**config.mk**
```make
export PLATFORM = sky130hd
export DESIGN_NAME = tri_bus_reader
export DESIGN_NICKNAME = d
export VERILOG_FILES = /design/src/rtl/tri_bus_reader_pkg.sv /design/src/rtl/bus_rx_fifo.sv /design/src/rtl/tri_bus_reader.sv
export SDC_FILE = /design/constraint.sdc
export NUM_CORES = 1
export LEC_CHECK = 0
export ABC_AREA = 1
export ABC_CLOCK_PERIOD_IN_PS = 3700
export BUFFER_PORTS_ARGS = -buffer_cell sky130_fd_sc_hd__buf_2
export CAP_MARGIN = 20
export CORE_UTILIZATION = 55
export DETAILED_ROUTE_END_ITERATION = 16
export PLACE_DENSITY = 0.75
export SETUP_SLACK_MARGIN = 0.02
export SLEW_MARGIN = 30
export SYNTH_ARGS = -nofsm -noshare
export SYNTH_HDL_FRONTEND = slang
export SYNTH_SLANG_ARGS = --single-unit
```
**constraint.sdc**
```tcl
create_clock -name CLOCK -period 3.7 [get_ports CLOCK]
set_input_delay 0.185 -clock CLOCK [delete_from_list [all_inputs] [get_ports CLOCK]]
set_output_delay 0.185 -clock CLOCK [all_outputs]
set_load 0.01 [all_outputs]
```
**src/rtl/tri_bus_reader_pkg.sv**
```systemverilog
// Shared definitions for the tri-state bus receiver: FSM encodings and default widths.
// Default bus width matches the tri-state buffer register that drives the bus.
`default_nettype none

package tri_bus_reader_pkg;

   localparam int BUS_WIDTH_DEFAULT  = 8;
   localparam int FIFO_DEPTH_DEFAULT = 4;

   typedef enum logic [1:0] {
      S_IDLE     = 2'd0,
      S_ACK      = 2'd1,
      S_WAIT_REL = 2'd2
   } rx_state_t;

endpackage

`default_nettype wire

```
**src/rtl/bus_rx_fifo.sv**
```systemverilog
// First-word-fall-through word FIFO for the bus receiver.
// Holds memory, pointers, occupancy and FULL/EMPTY flags.
`default_nettype none

module bus_rx_fifo #(
   parameter int reg_size = 8,
   parameter int DEPTH    = 4
) (
   input  logic                     clk_i,
   input  logic                     clear_i,
   input  logic                     push_i,
   input  logic [reg_size-1:0]      wdata_i,
   input  logic                     pop_i,
   output logic [reg_size-1:0]      rdata_o,
   output logic                     full_o,
   output logic                     empty_o,
   output logic [$clog2(DEPTH):0]   count_o
);

   localparam int AW = $clog2(DEPTH);
   localparam int CW = AW + 1;

   logic [reg_size-1:0] mem_q [DEPTH];
   logic [AW-1:0]       wr_ptr_q, wr_ptr_d;
   logic [AW-1:0]       rd_ptr_q, rd_ptr_d;
   logic [CW-1:0]       count_q,  count_d;
   logic                do_push, do_pop;

   assign do_push = push_i & ~full_o;
   assign do_pop  = pop_i  & ~empty_o;

   // Power-of-two depth lets the pointers wrap by plain overflow.
   always_comb begin
      wr_ptr_d = wr_ptr_q;
      rd_ptr_d = rd_ptr_q;
      count_d  = count_q;
      if (do_push) wr_ptr_d = wr_ptr_q + 1'b1;
      if (do_pop)  rd_ptr_d = rd_ptr_q + 1'b1;
      case ({do_push, do_pop})
         2'b10:   count_d = count_q + 1'b1;
         2'b01:   count_d = count_q - 1'b1;
         default: count_d = count_q;
      endcase
   end

   always_ff @(posedge clk_i) begin
      if (do_push) mem_q[wr_ptr_q] <= wdata_i;
   end

   always_ff @(posedge clk_i) begin
      if (clear_i) begin
         wr_ptr_q <= '0;
         rd_ptr_q <= '0;
         count_q  <= '0;
      end else begin
         wr_ptr_q <= wr_ptr_d;
         rd_ptr_q <= rd_ptr_d;
         count_q  <= count_d;
      end
   end

   assign full_o  = (count_q == CW'(DEPTH));
   assign empty_o = (count_q == '0);
   assign rdata_o = empty_o ? '0 : mem_q[rd_ptr_q];
   assign count_o = count_q;

endmodule

`default_nettype wire

```
**src/rtl/tri_bus_reader.sv**
```systemverilog
// Receiving end of the shared tri-state register bus: 4-phase ACK handshake feeding a FIFO.
// Optional even-parity checking on the bus is enabled by defining BUS_PARITY_EN.
`default_nettype none

module tri_bus_reader
   import tri_bus_reader_pkg::*;
#(
   parameter int reg_size = BUS_WIDTH_DEFAULT,
   parameter int DEPTH    = FIFO_DEPTH_DEFAULT
) (
   input  logic                     CLOCK,
   input  logic                     CLEAR,
   input  logic [reg_size-1:0]      BUS,
   input  logic                     BUS_EN,
`ifdef BUS_PARITY_EN
   input  logic                     BUS_PAR,
   output logic                     PAR_ERR,
`endif
   output logic                     ACK,
   output logic [reg_size-1:0]      DOUT,
   output logic                     VALID,
   input  logic                     READ,
   output logic                     FULL,
   output logic                     EMPTY,
   output logic [$clog2(DEPTH):0]   COUNT
);

   rx_state_t state_q, state_d;
   logic      capture;
   logic      push;

   // FULL is the pre-edge value, so a pop on the same edge does not unblock a stalled transfer.
   always_comb begin
      state_d = state_q;
      capture = 1'b0;
      case (state_q)
         S_IDLE: begin
            if (BUS_EN && !FULL) begin
               capture = 1'b1;
               state_d = S_ACK;
            end
         end
         S_ACK:      state_d = S_WAIT_REL;
         S_WAIT_REL: if (!BUS_EN) state_d = S_IDLE;
         default:    state_d = S_IDLE;
      endcase
   end

   always_ff @(posedge CLOCK) begin
      if (CLEAR) state_q <= S_IDLE;
      else       state_q <= state_d;
   end

   assign ACK = (state_q == S_ACK);

`ifdef BUS_PARITY_EN
   logic par_bad;
   logic par_err_q, par_err_d;

   // A bad word is dropped but still acknowledged so the source frees the bus.
   assign par_bad   = ^{BUS, BUS_PAR};
   assign push      = capture & ~par_bad;
   assign par_err_d = par_err_q | (capture & par_bad);

   always_ff @(posedge CLOCK) begin
      if (CLEAR) par_err_q <= 1'b0;
      else       par_err_q <= par_err_d;
   end

   assign PAR_ERR = par_err_q;
`else
   assign push = capture;
`endif

   bus_rx_fifo #(
      .reg_size (reg_size),
      .DEPTH    (DEPTH)
   ) u_fifo (
      .clk_i    (CLOCK),
      .clear_i  (CLEAR),
      .push_i   (push),
      .wdata_i  (BUS),
      .pop_i    (READ),
      .rdata_o  (DOUT),
      .full_o   (FULL),
      .empty_o  (EMPTY),
      .count_o  (COUNT)
   );

   assign VALID = ~EMPTY;

endmodule

`default_nettype wire
```
==> results of run 1 <==
==> power groups by stage <==
stage	Combinational [uW]	Clock, uW	Sequential [uW]
floorplan	343	0	631
global placement	457	0	649
detailed placement	482	0	654
CTS	485	290	643
global route	547	313	652
finish	480	287	642
==> worst max-delay path: cells and delay by family, from the launching register on <==
| family | cells | cell delay, ns |
|---|---|---|
| adder cells (fa/ha/maj) | 2 | 0.59 |
| buffers and inverters | 2 | 0.14 |
| flip-flops | 1 | 0.35 |
| AND/OR/NAND/NOR | 8 | 0.86 |
==> registers in the layout, indices dropped and copies added (netlist names), named ones only <==
signal,cells
u_fifo.mem_q,32
u_fifo.count_o,3
state_q,2
u_fifo.rd_ptr_q,2
u_fifo.wr_ptr_q,2
==> synth_stat cells (all sizes together) <==
| cell type | count | area share |
|---|---|---|
| inv | 22 | 0.045 |
| buf | 4 | 0.020 |
| nand2 | 16 | 0.034 |
| o21ai | 19 | 0.052 |
| edfxtp | 32 | 0.52 |
| nor3 | 1 | 0.0089 |
| fa | 1 | 0.011 |
| dfxtp | 11 | 0.12 |
| a21oi | 14 | 0.038 |
| nand3 | 5 | 0.014 |
| ha | 5 | 0.034 |
| clkinv | 1 | 0.0020 |
| nor2 | 46 | 0.096 |
==> routing by layer <==
| layer | routed length, um | part of all wire | GRT usage |
|---|---|---|---|
| met5 | 0 | 0 | 0 |
| met4 | 45 | 0.013 | 0.08970 |
| met3 | 175 | 0.051 | 0.05195 |
| met2 | 1821 | 0.53 | 0.4016 |
| met1 | 1419 | 0.41 | 0.2548 |
==> cells by family (layout without fill, tap and decap cells) <==
group,count (synthesis),count (layout),share of synthesized area
DFF,43,43,0.6448
and+or+nand+nor,68,68,0.1523
adders and majority gates,6,6,0.04508
AOI/OAI and AO/OA,33,33,0.09016
buffers and inverters,27,57,0.06762
==> metrics by stage <==
stage | total power, uW | worst slack, ns | std cells
floorplan | 974.1 | 1.900 | 177
global placement | 1106 | 1.858 | 243
detailed placement | 1136 | 1.735 | 243
CTS | 1418 | 1.690 | 251
global route | 1513 | 1.513 | 251
finish | 1410 | 1.692 | 251
==> how the worst min path moves through the flow <==
stage           start                           end  slack, ns  cells after the start
2_1_floorplan   CLEAR       state_q[0]$_SDFFE_PP0P_       0.26                      1
3_3_place_gp   BUS[5]  u_fifo.mem_q[0][5]$_DFFE_PP_       0.40                      1
3_5_place_dp    CLEAR       state_q[0]$_SDFFE_PP0P_       0.40                      2
4_1_cts         CLEAR       state_q[0]$_SDFFE_PP0P_       0.03                      2
5_1_grt         CLEAR                      register       0.02                      2
6_report        CLEAR       state_q[0]$_SDFFE_PP0P_       0.04                      2
==> layout by cell type, fill, tap and decap left out <==
| master | netlist | final |
|---|---|---|
| o21ai_1 | 10 | 10 |
| inv_1 | 21 | 21 |
| edfxtp_1 | 32 | 32 |
| nand3_1 | 5 | 5 |
| clkbuf_4 | 0 | 5 |
| a21oi_1 | 14 | 14 |
| nor2_1 | 45 | 45 |
| clkinv_1 | 1 | 1 |
| fa_1 | 1 | 1 |
| nor3_4 | 1 | 1 |
| inv_2 | 1 | 1 |
| nor2_2 | 1 | 1 |
| nand2_2 | 1 | 1 |
| ha_1 | 5 | 5 |
| buf_2 | 0 | 26 |
| nand2_1 | 15 | 15 |
| clkbuf_1 | 0 | 2 |
| bufinv_16 | 0 | 1 |
| dfxtp_1 | 11 | 11 |
| o21ai_0 | 9 | 9 |
==> cell type report <==
| type | instances | area share |
|---|---|---|
| tap | 44 | 0.02680 |
| clock buffer | 7 | 0.02192 |
| multi-input combinational | 107 | 0.2564 |
| timing repair buffer | 26 | 0.06334 |
| sequential | 43 | 0.5749 |
| inverter | 23 | 0.04202 |
| clock inverter | 1 | 0.01462 |
==> flow_results.xml, run 1 <==
<?xml version="1.0" encoding="UTF-8"?>
<metrics>
  <group name="routing">
    <metric name="route.detailed.vias_per_inst" unit="">5.056</metric>
    <metric name="vias" unit="">1269</metric>
    <metric name="drt-wirelength-per-cell" unit="um">13.79</metric>
    <metric name="postRouteAntennaNets" unit="">0</metric>
    <metric name="drc" unit="">0</metric>
    <metric name="drt-total-wl" unit="um">3462</metric>
    <metric name="dr.pass1.iters" unit="">4</metric>
    <metric name="first_iter_violations" unit="">63</metric>
  </group>
  <group name="timing">
    <metric name="layout_min_cycle_time" unit="ns">2.008</metric>
    <metric name="tns" unit="ns">0</metric>
    <metric name="fin_worst_hold_slack" unit="ns">0.03715</metric>
    <metric name="timing_worst_slew_pin_value" unit="ns">0.8432</metric>
    <metric name="timing.fmax" unit="MHz">497.9</metric>
    <metric name="worst_slew_margin_rel" unit="">0.4358</metric>
    <metric name="timing.final.crit_share" unit="">0.5428</metric>
    <metric name="rsz0062_at_grt" unit="">false</metric>
    <metric name="final-setup-viol-count" unit="">0</metric>
    <metric name="slew_viol_final" unit="">0</metric>
    <metric name="clock-skew-final" unit="ns">0.01222</metric>
    <metric name="hold_viol" unit="">0</metric>
  </group>
  <group name="pwr">
    <metric name="power.net_switching" unit="uW">510.8</metric>
    <metric name="swShare" unit="">0.3624</metric>
    <metric name="vdd.ir_drop.worst" unit="mV">0.4515</metric>
    <metric name="internal_power" unit="uW">898.8</metric>
    <metric name="leakagePower" unit="uW">0.0008476</metric>
    <metric name="combinationalPowerShare" unit="">0.341</metric>
    <metric name="seqPwrFrac" unit="">0.456</metric>
    <metric name="clkPwrFrac" unit="">0.204</metric>
    <metric name="p_per_area" unit="nW/um^2">686.1</metric>
  </group>
  <group name="global_route">
    <metric name="grt_start_max_net_pins" unit="">18</metric>
    <metric name="total_routing_usage_reported_by_global_routing" unit="">0.2235</metric>
    <metric name="antenna_violations_before_repair" unit="">0</metric>
    <metric name="gr-total-overflow" unit="">0</metric>
    <metric name="first_global_vias" unit="">1238</metric>
    <metric name="wire_length_of_the_first_global_routing_pass" unit="um">5526</metric>
  </group>
  <group name="layout">
    <metric name="multiInputGateArea" unit="sq um">526.8</metric>
    <metric name="syn2layout_area_growth" unit="%">12.16</metric>
    <metric name="num-fill-cells" unit="">278</metric>
    <metric name="sequential_cell_area" unit="sq um">1181</metric>
    <metric name="net_count_final" unit="">224</metric>
    <metric name="final_core_utilization" unit="">0.6621</metric>
    <metric name="insertedDiodeCount" unit="">0</metric>
    <metric name="final_cell_area" unit="sq um">2054</metric>
    <metric name="proportion_of_layout_cells_with_a_drive_suffix_above_1" unit="">0.1739</metric>
  </group>
  <group name="clock_tree">
    <metric name="tritoncts_clock_tree" unit="">built</metric>
    <metric name="post_cts_resized" unit="">0</metric>
    <metric name="clock-sinks" unit="">43</metric>
    <metric name="cts_root_buffer" unit="">clkbuf_4</metric>
    <metric name="insertion_delay" unit="ns">0.35</metric>
    <metric name="bufs_on_longest_clock_path" unit="">2</metric>
    <metric name="cts-buffers-inserted" unit="">5</metric>
    <metric name="post_cts_buffers" unit="">0</metric>
    <metric name="clock_slew_at_reported_path_ffs" unit="ns">0.11</metric>
    <metric name="postCtsHoldBufs" unit="">0</metric>
    <metric name="clock_tree.htree_level_count" unit="">2</metric>
  </group>
  <group name="setup_path">
    <metric name="depth_of_the_worst_register_to_register_path" unit="">12</metric>
    <metric name="regToRegStartpoint" unit="">u_fifo.count_o[1]$_SDFFE_PP0P_</metric>
    <metric name="critPathLaunchType" unit="">register</metric>
    <metric name="cp_slowest_stage_delay" unit="ns">0.38</metric>
    <metric name="crit_slowest_cell" unit="">fa_1</metric>
    <metric name="critical_path.endpoint" unit="">u_fifo.count_o[2]$_SDFFE_PP0P_</metric>
    <metric name="r2r_end" unit="">u_fifo.count_o[2]$_SDFFE_PP0P_</metric>
    <metric name="cpMostUsedCell" unit="">nand2_1</metric>
    <metric name="arrival" unit="ns">2.26</metric>
    <metric name="worst-setup-path-type" unit="">register to register</metric>
    <metric name="timing.critical_path.cells" unit="">nor2_1 -&gt; nand2_1 -&gt; nand2_1 -&gt; ha_1 -&gt; inv_1 -&gt; fa_1 -&gt; inv_1 -&gt; nand2_1 -&gt; nand3_1 -&gt; nand2_1 -&gt; nand2_1 -&gt; nor2_1</metric>
    <metric name="endpoint_kind" unit="">register</metric>
    <metric name="timing.critical_path.fanout_max" unit="">6</metric>
    <metric name="r2r_setup_slack" unit="ns">1.69</metric>
    <metric name="timing.critical_path.required" unit="ns">3.95</metric>
    <metric name="crit_path_start" unit="">u_fifo.count_o[1]$_SDFFE_PP0P_</metric>
  </group>
  <group name="floorplanning">
    <metric name="die_area" unit="sq um">3565</metric>
    <metric name="ios" unit="">27</metric>
    <metric name="start_util" unit="">0.5903</metric>
    <metric name="die_h" unit="um">59.71</metric>
    <metric name="die-width" unit="um">59.71</metric>
    <metric name="row_count" unit="">20</metric>
    <metric name="core" unit="sq um">3103</metric>
  </group>
  <group name="placed_design">
    <metric name="place.detailed.hpwl" unit="um">2381</metric>
    <metric name="gp_congestion" unit="">0.8085</metric>
    <metric name="numPortBuffers" unit="">26</metric>
    <metric name="post_dp_cell_area" unit="sq um">1979</metric>
  </group>
  <group name="synth">
    <metric name="post_synth_num_cell_types" unit="">18</metric>
    <metric name="syn-instance-count" unit="">177</metric>
    <metric name="ys_seq_elements" unit="">43</metric>
    <metric name="postSynthNetCount" unit="">195</metric>
    <metric name="synth.avg_cell_area" unit="sq um">10.35</metric>
    <metric name="ys_warn_count" unit="">0</metric>
    <metric name="netlist_area" unit="sq um">1832</metric>
    <metric name="synth.yosys.seq_area_share" unit="">0.6448</metric>
  </group>
  <group name="hold_path">
    <metric name="min-delay-path-class" unit="">input port to register</metric>
  </group>
  <group name="status">
    <metric name="outcome" unit="">completed</metric>
  </group>
  <group name="run">
    <metric name="maxCapViolCount" unit="">0</metric>
  </group>
</metrics>
No activity file was read; power rests on OpenSTA's default activity.
==> run 2, diff against run 1 <==
--- a/config.mk
+++ b/config.mk
@@ -6,12 +6,12 @@
 export NUM_CORES = 1
 export LEC_CHECK = 0
 export ABC_AREA = 1
-export ABC_CLOCK_PERIOD_IN_PS = 3700
+export ABC_CLOCK_PERIOD_IN_PS = 1700
 export BUFFER_PORTS_ARGS = -buffer_cell sky130_fd_sc_hd__buf_2
 export CAP_MARGIN = 20
-export CORE_UTILIZATION = 55
+export CORE_UTILIZATION = 50
 export DETAILED_ROUTE_END_ITERATION = 16
-export PLACE_DENSITY = 0.75
+export PLACE_DENSITY = 0.72
 export SETUP_SLACK_MARGIN = 0.02
 export SLEW_MARGIN = 30
 export SYNTH_ARGS = -nofsm -noshare
==> constraint.sdc (replaced) <==
create_clock -name CLOCK -period 1.7 [get_ports CLOCK]
set_input_delay 0.085 -clock CLOCK [delete_from_list [all_inputs] [get_ports CLOCK]]
set_output_delay 0.085 -clock CLOCK [all_outputs]
set_load 0.01 [all_outputs]
==> flow_results.xml, run 2 (synthesis gave the netlist of run 1 again) <==
<?xml version="1.0" encoding="UTF-8"?>
<metrics>
  <group name="status">
    <metric name="outcome" unit="">completed</metric>
  </group>
  <group name="timing">
    <metric name="slew_viol_final" unit="">0</metric>
    <metric name="clock-skew-final" unit="ns">0.008275</metric>
    <metric name="timing.final.crit_share" unit="">0.9770</metric>
    <metric name="final-setup-viol-count" unit="">0</metric>
    <metric name="worst_slew_margin_rel" unit="">0.7888</metric>
    <metric name="hold_viol" unit="">0</metric>
    <metric name="timing_worst_slew_pin_value" unit="ns">0.3164</metric>
    <metric name="timing.fmax" unit="MHz">602.1</metric>
    <metric name="rsz0062_at_grt" unit="">true</metric>
    <metric name="layout_min_cycle_time" unit="ns">1.661</metric>
  </group>
  <group name="global_route">
    <metric name="gr-total-overflow" unit="">0</metric>
    <metric name="grt_start_max_net_pins" unit="">17</metric>
    <metric name="first_global_vias" unit="">1296</metric>
    <metric name="wire_length_of_the_first_global_routing_pass" unit="um">5975</metric>
    <metric name="total_routing_usage_reported_by_global_routing" unit="">0.2033</metric>
    <metric name="antenna_violations_before_repair" unit="">0</metric>
  </group>
  <group name="setup_path">
    <metric name="r2r_end" unit="">u_fifo.count_o[2]$_SDFFE_PP0P_</metric>
    <metric name="endpoint_kind" unit="">register</metric>
    <metric name="timing.critical_path.fanout_max" unit="">2</metric>
    <metric name="r2r_setup_slack" unit="ns">0.04</metric>
    <metric name="worst-setup-path-type" unit="">register to register</metric>
    <metric name="timing.critical_path.required" unit="ns">1.96</metric>
    <metric name="arrival" unit="ns">1.92</metric>
    <metric name="critPathLaunchType" unit="">register</metric>
    <metric name="depth_of_the_worst_register_to_register_path" unit="">12</metric>
    <metric name="regToRegStartpoint" unit="">u_fifo.count_o[1]$_SDFFE_PP0P_</metric>
  </group>
  <group name="placed_design">
    <metric name="post_dp_cell_area" unit="sq um">2068</metric>
    <metric name="numPortBuffers" unit="">26</metric>
    <metric name="place.detailed.hpwl" unit="um">2382</metric>
    <metric name="gp_congestion" unit="">0.8098</metric>
  </group>
  <group name="routing">
    <metric name="route.detailed.vias_per_inst" unit="">4.993</metric>
    <metric name="dr.pass1.iters" unit="">4</metric>
    <metric name="postRouteAntennaNets" unit="">0</metric>
    <metric name="drt-total-wl" unit="um">3632</metric>
    <metric name="drc" unit="">0</metric>
    <metric name="first_iter_violations" unit="">70</metric>
    <metric name="drt-wirelength-per-cell" unit="um">13.11</metric>
    <metric name="vias" unit="">1383</metric>
  </group>
  <group name="clock_tree">
    <metric name="insertion_delay" unit="ns">0.35</metric>
    <metric name="clock_slew_at_reported_path_ffs" unit="ns">0.12</metric>
    <metric name="cts_root_buffer" unit="">clkbuf_4</metric>
    <metric name="clock_tree.htree_level_count" unit="">2</metric>
    <metric name="bufs_on_longest_clock_path" unit="">2</metric>
    <metric name="tritoncts_clock_tree" unit="">built</metric>
    <metric name="clock-sinks" unit="">43</metric>
    <metric name="cts-buffers-inserted" unit="">5</metric>
  </group>
  <group name="floorplanning">
    <metric name="row_count" unit="">21</metric>
    <metric name="die_h" unit="um">62.53</metric>
    <metric name="start_util" unit="">0.5363</metric>
    <metric name="die_area" unit="sq um">3909</metric>
    <metric name="ios" unit="">27</metric>
    <metric name="die-width" unit="um">62.53</metric>
    <metric name="core" unit="sq um">3416</metric>
  </group>
  <group name="layout">
    <metric name="insertedDiodeCount" unit="">0</metric>
    <metric name="commonest_cells_after_routing_fill_and_taps_aside" unit="">nor2_1 (44), edfxtp_1 (32), buf_2 (26)</metric>
    <metric name="final_common_cell" unit="">nor2_1</metric>
    <metric name="final_core_utilization" unit="">0.6872</metric>
    <metric name="net_count_final" unit="">248</metric>
    <metric name="flip_flop_count_of_the_largest_register_all_copies_and_words_added" unit="">32</metric>
    <metric name="proportion_of_layout_cells_with_a_drive_suffix_above_1" unit="">0.2900</metric>
    <metric name="syn2layout_area_growth" unit="%">28.14</metric>
    <metric name="registers.top_by_ff_count" unit="">u_fifo.mem_q</metric>
    <metric name="final_cell_area" unit="sq um">2347</metric>
  </group>
  <group name="hold_path">
    <metric name="min_to" unit="">u_fifo.rd_ptr_q[1]$_SDFFE_PP0P_</metric>
    <metric name="hold_depth" unit="">3</metric>
    <metric name="worst_hold_startpoint" unit="">READ</metric>
    <metric name="min-delay-path-class" unit="">input port to register</metric>
  </group>
  <group name="pwr">
    <metric name="vdd.ir_drop.worst" unit="mV">0.8470</metric>
    <metric name="design_power" unit="uW">3502</metric>
    <metric name="leakagePower" unit="uW">0.0009793</metric>
    <metric name="p_per_area" unit="nW/um^2">1492</metric>
  </group>
  <group name="run">
    <metric name="maxCapViolCount" unit="">0</metric>
  </group>
</metrics>
run 2: layout make-up:
class	instances	area (sq um)
flip-flops and latches	43	1194
fillers	286	1069
multi-input cells	107	569.3
repair buffers	50	335.3
inverters	23	90.09
clock inverters	2	60.06
well taps	46	57.56
clock buffers	6	41.29
run 2: critical path, cell delays in order (launching register included):
cell	delay, ns
dfxtp_4	0.38
nor2_4	0.13
nand2_2	0.09
nand2_4	0.08
ha_4	0.15
inv_4	0.04
fa_2	0.37
inv_2	0.06
nand2_2	0.05
nand3_2	0.08
nand2_1	0.05
nand2_1	0.05
nor2_1	0.04
run 2: where the power goes:
group / leakage, uW / total [uW] / internal (uW) / switching [uW]
sequential: 0.000385 / 1390 / 1290 / 91.1
combinational: 0.000542 / 1340 / 542 / 796
clock: 0.0000525 / 778 / 459 / 319
total: 0.000979 / 3500 / 2300 / 1210
run 2: how the worst max path moves through the flow:
| stage | slack, ns | endpoint | depth (start not counted) | from |
|---|---|---|---|---|
| after floorplan | 0.02 | u_fifo.count_o[2]$_SDFFE_PP0P_ | 12 | u_fifo.count_o[1]$_SDFFE_PP0P_ |
| after global placement | 0.10 | u_fifo.count_o[2]$_SDFFE_PP0P_ | 12 | u_fifo.count_o[1]$_SDFFE_PP0P_ |
| after detailed placement | -0.06 | u_fifo.count_o[2]$_SDFFE_PP0P_ | 12 | u_fifo.count_o[1]$_SDFFE_PP0P_ |
| after CTS | 0.05 | DOUT[6] | 6 | register |
| after global routing | -0.05 | u_fifo.count_o[2]$_SDFFE_PP0P_ | 12 | u_fifo.count_o[1]$_SDFFE_PP0P_ |
| final | 0.04 | u_fifo.count_o[2]$_SDFFE_PP0P_ | 12 | u_fifo.count_o[1]$_SDFFE_PP0P_ |
run 2: repair_timing:
| action | in CTS | in global routing |
|---|---|---|
| hold buffers | 10 | 0 |
| gates cloned | 0 | 0 |
| setup endpoints to repair | 10 | 6 |
| buffers inserted | 2 | 2 |
| endpoints found under the hold margin | 36 | 0 |
| resized for setup | 8 | 9 |
| pin swaps | 1 | 9 |
run 2: stage by stage:
step	setup WS (ns)	std cells	hold slack [ns]	TNS [ns]
4_1_cts	0.04721	275	0.02839	0
6_report	0.03914	277	0.04319	0
2_1_floorplan	0.02166	177	0.1574	0
3_3_place_gp	0.1004	255	0.2927	0
5_1_grt	-0.05179	277	0.02589	-0.07139
3_5_place_dp	-0.05895	255	0.3022	-0.05895
run 2: layer usage:
| metal | track usage | wire, um | up-vias | part of all wire |
|---|---|---|---|---|
| met5 | 0 | 0 | - | 0 |
| met4 | 0.06105 | 36 | 0 | 0.0099 |
| met2 | 0.3410 | 1841 | 39 | 0.51 |
| met3 | 0.04927 | 165 | 6 | 0.045 |
| li1 | - | - | 692 | - |
| met1 | 0.2604 | 1589 | 646 | 0.44 |
